## config.mk

```make
export PLATFORM = sky130hd
export DESIGN_NAME = pes_elevator_scan
export DESIGN_NICKNAME = d
export VERILOG_FILES = /design/src/rtl/pes_elevator_pkg.sv /design/src/rtl/pes_elevator_dir_sel.sv /design/src/rtl/pes_elevator_scan.sv
export SDC_FILE = /design/constraint.sdc
export NUM_CORES = 1
export LEC_CHECK = 0
export BUFFER_PORTS_ARGS = -buffer_cell sky130_fd_sc_hd__buf_2
export CAP_MARGIN = 20
export CORE_AREA = 10 10 69 85
export DETAILED_ROUTE_END_ITERATION = 8
export DIE_AREA = 0 0 79 95
export PLACE_DENSITY = 0.72
export SLEW_MARGIN = 40
export SYNTH_ARGS = -nofsm -noshare
export SYNTH_HDL_FRONTEND = slang
export SYNTH_SLANG_ARGS = --single-unit
```

## constraint.sdc

```tcl
create_clock -name clk -period 3.8 [get_ports clk]
set_input_delay 0.76 -clock clk [delete_from_list [all_inputs] [get_ports clk]]
set_output_delay 0.76 -clock clk [all_outputs]
set_load 0.03 [all_outputs]
```

## src/rtl/pes_elevator_pkg.sv

```systemverilog
// Shared types and helpers for the SCAN elevator controller.
package pes_elevator_pkg;

  typedef enum logic [1:0] {IDLE, MOVE, DOOR} state_e;

  localparam logic DIR_UP   = 1'b1;
  localparam logic DIR_DOWN = 1'b0;

  // Width of a down-counter that must hold values up to max(a, b) - 1.
  function automatic int unsigned cnt_width(input int unsigned a, input int unsigned b);
    int unsigned m;
    m = (a > b) ? a : b;
    return (m <= 2) ? 1 : $clog2(m);
  endfunction

endpackage

```

## src/rtl/pes_elevator_dir_sel.sv

```systemverilog
// Reports whether requests lie ahead of or behind the car in its current direction.
module pes_elevator_dir_sel
  import pes_elevator_pkg::*;
#(
  parameter int unsigned NUM_FLOORS = 8
) (
  input  logic [NUM_FLOORS-1:0] pending,
  input  logic [NUM_FLOORS-1:0] cur_floor,
  input  logic                  direction,
  output logic                  ahead,
  output logic                  behind
);

  logic [NUM_FLOORS-1:0] below_mask;
  logic [NUM_FLOORS-1:0] above_mask;

  // One-hot minus one sets every bit strictly below the car.
  assign below_mask = cur_floor - NUM_FLOORS'(1);
  assign above_mask = ~(below_mask | cur_floor);

  always_comb begin
    ahead  = 1'b0;
    behind = 1'b0;
    if (direction == DIR_UP) begin
      ahead  = |(pending & above_mask);
      behind = |(pending & below_mask);
    end else begin
      ahead  = |(pending & below_mask);
      behind = |(pending & above_mask);
    end
  end

endmodule

```

## src/rtl/pes_elevator_scan.sv

```systemverilog
// Multi-request elevator controller serving a request bitmap in SCAN order.
module pes_elevator_scan
  import pes_elevator_pkg::*;
#(
  parameter int unsigned NUM_FLOORS  = 8,
  parameter int unsigned FLOOR_TICKS = 4,
  parameter int unsigned DOOR_TICKS  = 6
) (
  input  logic                  clk,
  input  logic                  reset,
  input  logic [NUM_FLOORS-1:0] request_floor,
  input  logic                  over_time,
  input  logic                  over_weight,
  output logic [NUM_FLOORS-1:0] out_current_floor,
  output logic                  direction,
  output logic                  moving,
  output logic                  door_open,
  output logic                  complete,
  output logic                  door_alert,
  output logic                  weight_alert,
  output logic [NUM_FLOORS-1:0] pending
);

  localparam int unsigned CntW = cnt_width(FLOOR_TICKS, DOOR_TICKS);
  localparam logic [CntW-1:0] FloorReload = CntW'(FLOOR_TICKS - 1);
  localparam logic [CntW-1:0] DoorReload  = CntW'(DOOR_TICKS - 1);

  state_e                state;
  logic [CntW-1:0]       cnt;
  logic [NUM_FLOORS-1:0] all_req;
  logic [NUM_FLOORS-1:0] next_floor;
  logic                  here_req;
  logic                  ahead;
  logic                  behind;

  // Requests arriving this cycle take part in this cycle's decisions.
  assign all_req    = pending | request_floor;
  assign next_floor = (direction == DIR_UP) ? (out_current_floor << 1) : (out_current_floor >> 1);
  assign here_req   = |(request_floor & out_current_floor);

  pes_elevator_dir_sel #(
    .NUM_FLOORS (NUM_FLOORS)
  ) u_dir_sel (
    .pending   (all_req),
    .cur_floor (out_current_floor),
    .direction (direction),
    .ahead     (ahead),
    .behind    (behind)
  );

  always_ff @(posedge clk) begin
    if (reset) begin
      state             <= IDLE;
      cnt               <= '0;
      out_current_floor <= NUM_FLOORS'(1);
      direction         <= DIR_UP;
      pending           <= '0;
      complete          <= 1'b0;
    end else begin
      complete <= 1'b0;
      unique case (state)
        IDLE: begin
          pending <= all_req & ~out_current_floor;
          if (here_req) begin
            state    <= DOOR;
            cnt      <= DoorReload;
            complete <= 1'b1;
          end else if ((ahead || behind) && !over_weight) begin
            if (!ahead) direction <= ~direction;
            state <= MOVE;
            cnt   <= FloorReload;
          end
        end
        MOVE: begin
          pending <= all_req;
          if (cnt == '0) begin
            out_current_floor <= next_floor;
            if (|(all_req & next_floor)) begin
              pending  <= all_req & ~next_floor;
              complete <= 1'b1;
              state    <= DOOR;
              cnt      <= DoorReload;
            end else begin
              cnt <= FloorReload;
            end
          end else begin
            cnt <= cnt - CntW'(1);
          end
        end
        DOOR: begin
          pending <= all_req & ~out_current_floor;
          if (here_req) begin
            cnt      <= DoorReload;
            complete <= 1'b1;
          end else if (over_time || over_weight) begin
            cnt <= DoorReload;
          end else if (cnt == '0) begin
            if (ahead) begin
              state <= MOVE;
              cnt   <= FloorReload;
            end else if (behind) begin
              direction <= ~direction;
              state     <= MOVE;
              cnt       <= FloorReload;
            end else begin
              state <= IDLE;
            end
          end else begin
            cnt <= cnt - CntW'(1);
          end
        end
        default: state <= IDLE;
      endcase
    end
  end

  assign moving       = (state == MOVE);
  assign door_open    = (state == DOOR);
  assign door_alert   = over_time && (state == DOOR);
  assign weight_alert = over_weight && ((state == DOOR) || (state == IDLE));

endmodule
```

==> results.md <==
* Final setup violation count at 0
* Fin. max-slew vios at 0
* DRC viols at 0
* Largest cells by area after synthesis: dfxtp_1 26%, ha_1 11%, a211oi_1 7.7%
* Pre-antenna DRT Iters at 4
* Final hold vios at 0
* Top cell type by total area after synthesis: dfxtp_1
* P&R area growth vs syn at 14.4%
* Critical path peak fanout at 7
* Crit path cell chain: inv_1 -> nand3_1 -> or3_1 -> or3_1 -> ha_1 -> o21ai_0 -> o21ai_0 -> nor3_1 -> nand4_1 -> a21o_1 -> mux2_4
* Setup TNS at 0 ns
* Die Width at 79 µm
* Syn_nets at about 250
* WS Path Type: reg -> reg
* Clk slew on worst S/H paths at around 0.080 ns
* Die height at 95 µm
* GR Overflow Total at 0
* Synth Cell Area at 0.00175 mm²
* Drt wl/cell at 17.1 µm
* Worst min path class: reg -> reg
* Post-layout min period at 3.05 ns
* Tcrit/Tclk final at 80.2%
* Power share of the clock group at 10.8%
* Crit. End Element: flop
* All-Layer GR Usage at 14.5%
* Syn avg cell area at 7.96 µm²
* RSZ-0062 raised after global routing: no
* Cell chosen for the clock root: clkbuf_8
* HPWL Detailed at 4.06 mm
* Largest net degree at the start of global routing at 17
* Routed WL at 5.29 mm
* Final ANT Viol Nets at 0
* Yosys cell types at 40
* Ant diodes at 0
* First-pass GRT wire length at 9.03 mm
* Vias in the first global route at ~1.9k
* Initial core utilization at 40.5%
* Nets at 279
* Status: completed
* Resize count post-CTS at 0
* Clock Sinks at 23
* Setup Buffers After CTS at 0
* Comb pwr share at 62.2%
* CTS max path bufs at 2
* CP max stage delay at 0.43 ns
* Routed vias at approximately 1.8k
* Yosys top cell area share at about a quarter
* Initial antenna violation count at 0
* RD Place Congestion at approximately 0.94
* TritonCTS clock tree: yes
* VDD IR max at 516 µV
* Synth warnings at 0
* Register bit count reported by yosys at 23
* P_int at 0.718 mW
* Slowest cell on crit path: nor3_1
* H-tree depth at 1
* Most used DFF post-synth: dfxtp_1
* Sequential cell area fraction in the yosys report at 26.3%
* Number of buffers created by CTS at 3
* Layout cells sized above 1 at roughly a fifth
* Net Sw Power at between 0.7 and 0.8 mW
* Sw Share at 50.7%
* Row count at 27
* IO Pins at 34
* Lkg Pwr at just under 0.9 nW
* Total of max-cap violations at 0
* Arrival @ worst endpoint at 3.21 ns
* DIE AREA at about 0.0075 mm²
* Layout Skew at 0.00304 ns
* FMAX at 328 MHz
* Cells after Synth at between 200 and 250
* Vias per cell at 5.93
* Clk_lat worst skew at 0.27 ns
* Final non-filler cell area at between 0.002 and 0.0025 mm²
* Flop pwr share at 27.0%
* Relative slew slack at 48.6%
* Pwr/cell area at ~730 mW/mm²
* Placed Area at 0.00196 mm²
* Port bufs at 33
* Startpoint class of the critical path: flop
* Worst-margin pin slew at 0.770 ns
* Critical Path RT at 3.97 ns
* DRT iter0 DRCs at 175
* Core Box Area at 0.00432 mm²
* Ys async rst share at 0%
* Number of synthesized flops with an enable pin at 0
* Hold Buf Count CTS at 0
==> routing by layer <==
layer  up-vias  GRT usage, %  wire [µm]
met1       871          17.2       2250
met2        68          24.8       2550
met3        15          3.04        353
li1        878             -          -
met4         0          5.84        148
met5         -             0          0
==> layout make-up <==
type	count	area [µm²]
clock buffer	4	45.0
tap	58	72.6
fill	474	2320
sequential	23	460
multi-input combinational	173	1190
timing repair buffer	33	165
inverter	18	67.6
==> synthesized netlist by cell type (6+ instances only) <==
| master | number |
|---|---|
| ha_1 | 15 |
| o21ai_0 | 15 |
| a211oi_1 | 18 |
| dfxtp_1 | 23 |
| nand2_1 | 10 |
| inv_1 | 18 |
| a22oi_1 | 6 |
| a21oi_1 | 10 |
| a22o_1 | 7 |
| nor2_1 | 25 |
==> critical path, delay by kind of cell (launching register included) <==
family | cells | cell delay (ns)
muxes | 1 | 0.30
AOI/OAI and AO/OA | 3 | 0.46
and+or+nand+nor | 5 | 1.41
buffers and inverters | 1 | 0.12
adders and majority gates | 1 | 0.27
DFF | 1 | 0.38
==> power by group through the flow <==
stage | combinational [mW] | clock, mW | sequential [mW]
CTS | 0.900 | 0.158 | 0.392
floorplan | 0.615 | 0 | 0.449
global route | 1.01 | 0.169 | 0.408
detailed placement | 0.895 | 0 | 0.397
global placement | 0.891 | 0 | 0.396
finish | 0.906 | 0.158 | 0.394
==> state kept, by name, indices dropped and copies added (netlist names) <==
| register | count |
|---|---|
| pending | 8 |
| out_current_floor | 8 |
| cnt | 3 |
| complete | 1 |
| state | 2 |
| direction | 1 |
==> cell usage in the layout (no fill, tap or decap), types with 7 or more instances in the layout <==
cell type,n
nor2_1,25
a22o_1,7
dfxtp_1,23
nand2_1,10
o21ai_0,15
ha_1,15
a211oi_1,18
a21oi_1,10
buf_2,33
inv_1,18
==> kinds of logic (layout without fill, tap and decap cells) <==
kind of cell,after synthesis,after routing,synth area share (%)
muxes,9,9,6.08
and+or+nand+nor,75,75,21.3
buffers and inverters,24,55,5.58
AOI/OAI and AO/OA,74,74,30.0
adders and majority gates,15,15,10.7
DFF,23,23,26.3
==> stage by stage <==
| stage | setup slack, ns | instances | power, mW | hold slack [ns] | utilization, % |
|---|---|---|---|---|---|
| 6_report | 0.754 | 309 | 1.46 | 0.528 | 46.3 |
| 3_3_place_gp | 0.927 | 305 | 1.29 | 0.495 | 45.3 |
| 4_1_cts | 0.778 | 309 | 1.45 | 0.524 | 46.3 |
| 2_1_floorplan | 0.947 | 220 | 1.06 | 0.496 | - |
| 5_1_grt | 0.505 | 309 | 1.59 | 0.562 | 46.3 |
| 3_5_place_dp | 0.838 | 305 | 1.29 | 0.502 | 45.3 |
==> path summary, 6_finish.rpt <==
kind | cells past startpoint | slack [ns] | startpoint | end
worst min-delay path | 1 | 0.53 | pending[0] | pending[0]
worst max register to register | 11 | 0.75 | out_current_floor[2] | cnt[2]
worst max-delay path | 11 | 0.75 | out_current_floor[2] | cnt[2]
worst min register to register | 1 | 0.53 | pending[0] | pending[0]
Power figures use the tool's default switching activity.
